$ cat src/rtl/ps2_host_tx.sv
`default_nettype none
// ============================================================================
// Module  : ps2_host_tx
// Brief   : PS/2 host-to-device byte transmitter: inhibit, request-to-send,
//           device-clocked shift and ACK check. Optional macro
//           PS2_HOST_TX_RETRY_EN retries a failed byte up to twice.
// Revision: 1.0 - initial release
// ============================================================================
module ps2_host_tx #(
  parameter int INHIBIT_CYCLES = 12000,  // must be >= 2
  parameter int TIMEOUT_CYCLES = 2000000
) (
  input  logic       clk,
  input  logic       rstn,
  input  logic [7:0] tx_data,
  input  logic       tx_valid,
  output logic       tx_ready,
  output logic       done,
  output logic       err,
  output logic       busy,
  input  logic       ps2_clk_in,
  input  logic       ps2_data_in,
  output logic       ps2_clk_oe,
  output logic       ps2_data_oe
);

  localparam int MAX_CNT = (TIMEOUT_CYCLES > INHIBIT_CYCLES) ? TIMEOUT_CYCLES : INHIBIT_CYCLES;
  localparam int CNT_W   = $clog2(MAX_CNT + 1);
  localparam logic [CNT_W-1:0] INH_PRE  = CNT_W'(INHIBIT_CYCLES - 2);
  localparam logic [CNT_W-1:0] INH_LAST = CNT_W'(INHIBIT_CYCLES - 1);
  localparam logic [CNT_W-1:0] TO_LAST  = CNT_W'(TIMEOUT_CYCLES - 1);

  typedef enum logic [2:0] {
    S_IDLE     = 3'd0,
    S_INHIBIT  = 3'd1,
    S_RTS      = 3'd2,
    S_SHIFT    = 3'd3,
    S_ACK      = 3'd4,
    S_WAITIDLE = 3'd5,
    S_DONE     = 3'd6,
    S_FAIL     = 3'd7
  } state_t;

  state_t           state_q, state_d;
  logic [CNT_W-1:0] cnt_q, cnt_d;
  logic [9:0]       shift_q, shift_d;
  logic [3:0]       bitcnt_q, bitcnt_d;
  logic             clk_oe_q, clk_oe_d;
  logic             data_oe_q, data_oe_d;
  logic             done_q, done_d;
  logic             err_q, busy_q, ready_q;
  logic             clk_meta_q, clk_sync_q, clk_prev_q;
  logic             data_meta_q, data_sync_q;
  logic             w_fe, w_fail, w_last_try;

  // Idle PS/2 lines are high, so the synchronizers reset to 1 to avoid a false edge.
  always_ff @(posedge clk or negedge rstn) begin
    if (!rstn) begin
      clk_meta_q  <= 1'b1;
      clk_sync_q  <= 1'b1;
      clk_prev_q  <= 1'b1;
      data_meta_q <= 1'b1;
      data_sync_q <= 1'b1;
    end else begin
      clk_meta_q  <= ps2_clk_in;
      clk_sync_q  <= clk_meta_q;
      clk_prev_q  <= clk_sync_q;
      data_meta_q <= ps2_data_in;
      data_sync_q <= data_meta_q;
    end
  end

  assign w_fe = clk_prev_q & ~clk_sync_q;

`ifdef PS2_HOST_TX_RETRY_EN
  logic [7:0] byte_q, byte_d;
  logic [1:0] tries_q, tries_d;

  always_ff @(posedge clk or negedge rstn) begin
    if (!rstn) begin
      byte_q  <= 8'h00;
      tries_q <= 2'd0;
    end else begin
      byte_q  <= byte_d;
      tries_q <= tries_d;
    end
  end

  assign w_last_try = (tries_q == 2'd2);
`else
  assign w_last_try = 1'b1;
`endif

  always_comb begin
    state_d   = state_q;
    cnt_d     = cnt_q + CNT_W'(1);
    shift_d   = shift_q;
    bitcnt_d  = bitcnt_q;
    clk_oe_d  = clk_oe_q;
    data_oe_d = data_oe_q;
    done_d    = 1'b0;
    w_fail    = 1'b0;
`ifdef PS2_HOST_TX_RETRY_EN
    byte_d    = byte_q;
    tries_d   = tries_q;
`endif
    case (state_q)
      S_IDLE: begin
        cnt_d = '0;
        if (tx_valid) begin
          state_d   = S_INHIBIT;
          clk_oe_d  = 1'b1;
          data_oe_d = 1'b0;
          bitcnt_d  = 4'd0;
          shift_d   = {1'b1, ~^tx_data, tx_data};
`ifdef PS2_HOST_TX_RETRY_EN
          byte_d    = tx_data;
          tries_d   = 2'd0;
`endif
        end
      end
      S_INHIBIT: begin
        // Start bit goes out one cycle before the clock is released.
        if (cnt_q == INH_PRE) data_oe_d = 1'b1;
        if (cnt_q == INH_LAST) begin
          state_d  = S_RTS;
          clk_oe_d = 1'b0;
          cnt_d    = '0;
        end
      end
      S_RTS, S_SHIFT: begin
        if (w_fe) begin
          data_oe_d = ~shift_q[0];
          shift_d   = {1'b0, shift_q[9:1]};
          bitcnt_d  = bitcnt_q + 4'd1;
          cnt_d     = '0;
          state_d   = (bitcnt_q == 4'd9) ? S_ACK : S_SHIFT;
        end else if (cnt_q == TO_LAST) begin
          w_fail = 1'b1;
        end
      end
      S_ACK: begin
        if (w_fe) begin
          cnt_d = '0;
          if (data_sync_q) w_fail = 1'b1;
          else             state_d = S_WAITIDLE;
        end else if (cnt_q == TO_LAST) begin
          w_fail = 1'b1;
        end
      end
      S_WAITIDLE: begin
        if (clk_sync_q && data_sync_q) begin
          state_d = S_DONE;
          done_d  = 1'b1;
        end else if (w_fe) begin
          cnt_d = '0;
        end else if (cnt_q == TO_LAST) begin
          w_fail = 1'b1;
        end
      end
      S_DONE: state_d = S_IDLE;
      S_FAIL: begin
        state_d = S_IDLE;
`ifdef PS2_HOST_TX_RETRY_EN
        if (!w_last_try) begin
          state_d  = S_INHIBIT;
          clk_oe_d = 1'b1;
          cnt_d    = '0;
          bitcnt_d = 4'd0;
          shift_d  = {1'b1, ~^byte_q, byte_q};
          tries_d  = tries_q + 2'd1;
        end
`endif
      end
      default: state_d = S_IDLE;
    endcase
    if (w_fail) begin
      state_d   = S_FAIL;
      clk_oe_d  = 1'b0;
      data_oe_d = 1'b0;
    end
  end

  always_ff @(posedge clk or negedge rstn) begin
    if (!rstn) begin
      state_q   <= S_IDLE;
      cnt_q     <= '0;
      shift_q   <= 10'd0;
      bitcnt_q  <= 4'd0;
      clk_oe_q  <= 1'b0;
      data_oe_q <= 1'b0;
      done_q    <= 1'b0;
      err_q     <= 1'b0;
      busy_q    <= 1'b0;
      ready_q   <= 1'b1;
    end else begin
      state_q   <= state_d;
      cnt_q     <= cnt_d;
      shift_q   <= shift_d;
      bitcnt_q  <= bitcnt_d;
      clk_oe_q  <= clk_oe_d;
      data_oe_q <= data_oe_d;
      done_q    <= done_d;
      err_q     <= w_fail & w_last_try;
      busy_q    <= (state_d != S_IDLE);
      ready_q   <= (state_d == S_IDLE);
    end
  end

  assign tx_ready    = ready_q;
  assign busy        = busy_q;
  assign done        = done_q;
  assign err         = err_q;
  assign ps2_clk_oe  = clk_oe_q;
  assign ps2_data_oe = data_oe_q;

endmodule
`default_nettype wire

$ cat config.mk
export PLATFORM = sky130hd
export DESIGN_NAME = ps2_host_tx
export DESIGN_NICKNAME = d
export VERILOG_FILES = /design/src/rtl/ps2_host_tx.sv
export SDC_FILE = /design/constraint.sdc
export NUM_CORES = 1
export LEC_CHECK = 0
export CAP_MARGIN = 10
export CORE_MARGIN = 2
export CORE_UTILIZATION = 58
export CTS_CLUSTER_DIAMETER = 120
export DETAILED_ROUTE_END_ITERATION = 10
export PLACE_DENSITY = 0.79
export SYNTH_ARGS = -nofsm -noshare
export SYNTH_HDL_FRONTEND = slang
export SYNTH_SLANG_ARGS = --single-unit
$ cat constraint.sdc
create_clock -name clk -period 2.02 [get_ports clk]
set_input_delay 0.202 -clock clk [delete_from_list [all_inputs] [get_ports clk]]
set_output_delay 0.202 -clock clk [all_outputs]
set_load 0.02 [all_outputs]
==> flow_summary.json <==
{
  "hold_violations": 0,
  "insertion_delay_ps": 300,
  "total_power_w": 0.00183,
  "cts_made_buffers": 5,
  "grt_use_total": 0.216,
  "clk_pin_slew_ps": 90,
  "hp-class": "in -> reg",
  "drv_slew": 0,
  "cts.path.max_buffers": 2,
  "drive_gt1_frac": 0.143,
  "syn-num-nets": 271,
  "rsz0062_at_grt": "no",
  "slowest_delay_ps": 540,
  "crit_family": "simple AND/OR/NAND/NOR gates",
  "cp-end-kind": "flop",
  "setup_viol": 0,
  "ys_seq_elements": 49,
  "synth.distinct_cells": 48,
  "via_per_inst": 5.62,
  "initial_core_util": 0.611,
  "die_y_um": 69.6,
  "grt_pass1_wl_mm": 8.53,
  "wl_per_cell_um": 14.2,
  "ys_seq_area_frac": 0.494,
  "drc": 0,
  "grt_pass1_vias": 1867,
  "post-route-period-util": 0.949,
  "cp_max_fo": 6,
  "drt-total-wl_mm": 4.76,
  "syn_inst": 254,
  "cp-start-kind": "flop",
  "die_w_um": 69.6,
  "layout.nets": 302,
  "leakage_nw": 1.30,
  "min_period_ps": 1920,
  "cts_tree": "done",
  "area_delta_synth_final_pct": 18.9,
  "skew_ps": 10.1,
  "slowest_stage": "or4b_1",
  "firstDrtPassIters": 4,
  "gp_congestion": 0.954,
  "irDropWorstVdd_mv": 0.503,
  "powerDensity_nw_per_um2": 617,
  "r2r_slack_ps": 100,
  "yosysWarningCount": 0,
  "cts_root_buf": "clkbuf_8",
  "drv_cap": 0,
  "drtIter0Drc": 135,
  "antenna_found_initial": 0,
  "core_area_um2": 4090,
  "crit_path_cell_trace": "or4b_1, nor3_1, o2111ai_1, o211ai_1, a2111o_1",
  "relSlewSlack": 0.574,
  "clock-sinks": 49,
  "path_class": "reg -> reg",
  "status": "completed",
  "fillCellCount": 304,
  "grt_max_degree": 50,
  "vias": 1887,
  "worstMarginPinSlew_ps": 630,
  "timing.hold.ws_ps": 304,
  "avgSynthCellArea_um2": 9.84,
  "die_area_um2": 4850,
  "setup_tns_ps": 0,
  "overflow": 0,
  "fmax_ghz": 0.522,
  "worst_ep_arrival_time_ps": 2160,
  "io_buffers": 18,
  "synth_area_um2": 2500,
  "htreeDepth": 2,
  "required_ps": 2260,
  "path_buf_inv": 0,
  "hpwl_mm": 3.29,
  "diodes": 0,
  "ant_nets": 0,
  "io_pins": 19,
  "rows": 23
}
[worst paths after layout]
path                                 startpoint                    end  cells past startpoint
setup reg to reg             cnt_q[7]$_DFF_PN0_         busy$_DFF_PN0_                      5
hold / removal                      ps2_data_in  data_meta_q$_DFF_PN1_                      1
max in group asynchronous                  rstn   clk_prev_q$_DFF_PN1_                      3
min in group asynchronous                  rstn     cnt_q[0]$_DFF_PN0_                      3
hold reg to reg            clk_meta_q$_DFF_PN1_   clk_sync_q$_DFF_PN1_                      0
setup / recovery             cnt_q[7]$_DFF_PN0_         busy$_DFF_PN0_                      5
[area by class of cell]
type	count	area, um^2	share of cell area
clock buffers	7	86.3	0.0291
clock inverters	1	30.0	0.0101
inverters	7	26.3	0.00884
multi-input cells	189	1220	0.410
flip-flops and latches	49	1230	0.415
well taps	50	62.6	0.0211
repair buffers	33	315	0.106
[synth_stat cells, drive strengths merged]
cell	n	area share
a211oi	2	0.0060
nand4	8	0.020
a21o	2	0.0060
nand2	24	0.036
o21a	1	0.0030
nand3	5	0.010
nor2b	5	0.013
or3	1	0.0025
or4bb	1	0.0045
or4	4	0.012
nor3	9	0.018
dfstp	6	0.063
dfrtp	43	0.43
o211ai	1	0.0030
a31o	1	0.0035
nand2b	6	0.015
inv	7	0.011
a211o	1	0.0035
nand4b	2	0.0070
or2	2	0.0050
xor2	9	0.032
a2111oi	1	0.0040
clkbuf	3	0.0045
and4	2	0.0070
a41o	1	0.0040
xnor2	18	0.063
o31a	1	0.0035
buf	6	0.016
nor4	2	0.0075
nor2	35	0.054
mux2i	8	0.032
a2111o	1	0.0045
o211a	1	0.0040
and3	3	0.0075
ha	4	0.020
a2bb2oi	1	0.0035
o21ai	14	0.028
or4b	1	0.0040
a21oi	9	0.018
o2111ai	1	0.0035
nor4b	1	0.0035
mux2	1	0.0045
[where the power goes]
part	leakage (nW)	internal [W]	switching, W
clock network	0.0585	0.000404	0.000307
registers	0.608	0.00100	0.0000134
logic	0.634	0.0000556	0.0000498
total	1.30	0.00146	0.000370
[registers in the layout (all words and copies together), names as in the netlist]
register / flops
bitcnt_q: 4
busy: 1
clk_meta_q: 1
clk_prev_q: 1
clk_sync_q: 1
cnt_q: 21
data_meta_q: 1
data_sync_q: 1
done: 1
err: 1
ps2_clk_oe: 1
ps2_data_oe: 1
shift_q: 10
state_q: 3
tx_ready: 1
[cell families (layout without fill, tap and decap cells)]
| family | Yosys count | in the layout | synth area share |
|---|---|---|---|
| fa+ha+maj | 4 | 4 | 0.0200 |
| compound gates | 38 | 38 | 0.0981 |
| buf+inv | 16 | 48 | 0.0310 |
| simple gates | 111 | 111 | 0.226 |
| mux | 9 | 9 | 0.0366 |
| xor+xnor | 27 | 27 | 0.0946 |
| flops | 49 | 49 | 0.494 |
[per-stage QoR]
stage	util	area, um^2	instances	setup slack [ps]
floorplan	-	2500	254	224
global placement	0.683	2790	324	121
detailed placement	0.683	2790	324	87.6
CTS	0.714	2920	333	74.4
global route	0.727	2970	336	0.806
finish	0.727	2970	336	104
[layer usage]
layer  global-route usage  part of all wire  vias to the layer above
li1                     -                 -                      946
met5                    0                 0                        -
met1                0.308              0.48                      858
met2                0.322              0.44                       70
met3               0.0451             0.063                       13
met4               0.0897             0.021                        0
[placed cells by master, fill, tap and decap left out, drive strengths merged, types with 3 or more instances in the layout]
| cell | n |
|---|---|
| nand4 | 8 |
| nor2b | 5 |
| clkbuf | 7 |
| dfrtp | 43 |
| or4 | 4 |
| nand2b | 6 |
| clkdlybuf4s50 | 17 |
| nor3 | 9 |
| buf | 15 |
| and3 | 3 |
| xnor2 | 18 |
| ha | 4 |
| xor2 | 9 |
| inv | 7 |
| nor2 | 35 |
| nand3 | 5 |
| nand2 | 24 |
| mux2i | 8 |
| a21oi | 9 |
| o21ai | 14 |
| dfstp | 6 |
[repair_timing]
action	4_1_cts	5_1_grt
hold endpoints to repair	43	0
buffers inserted	0	3
endpoints found under the setup margin	0	25
hold buffers	1	0
resized for setup	0	7
Power figures use the tool's default switching activity.
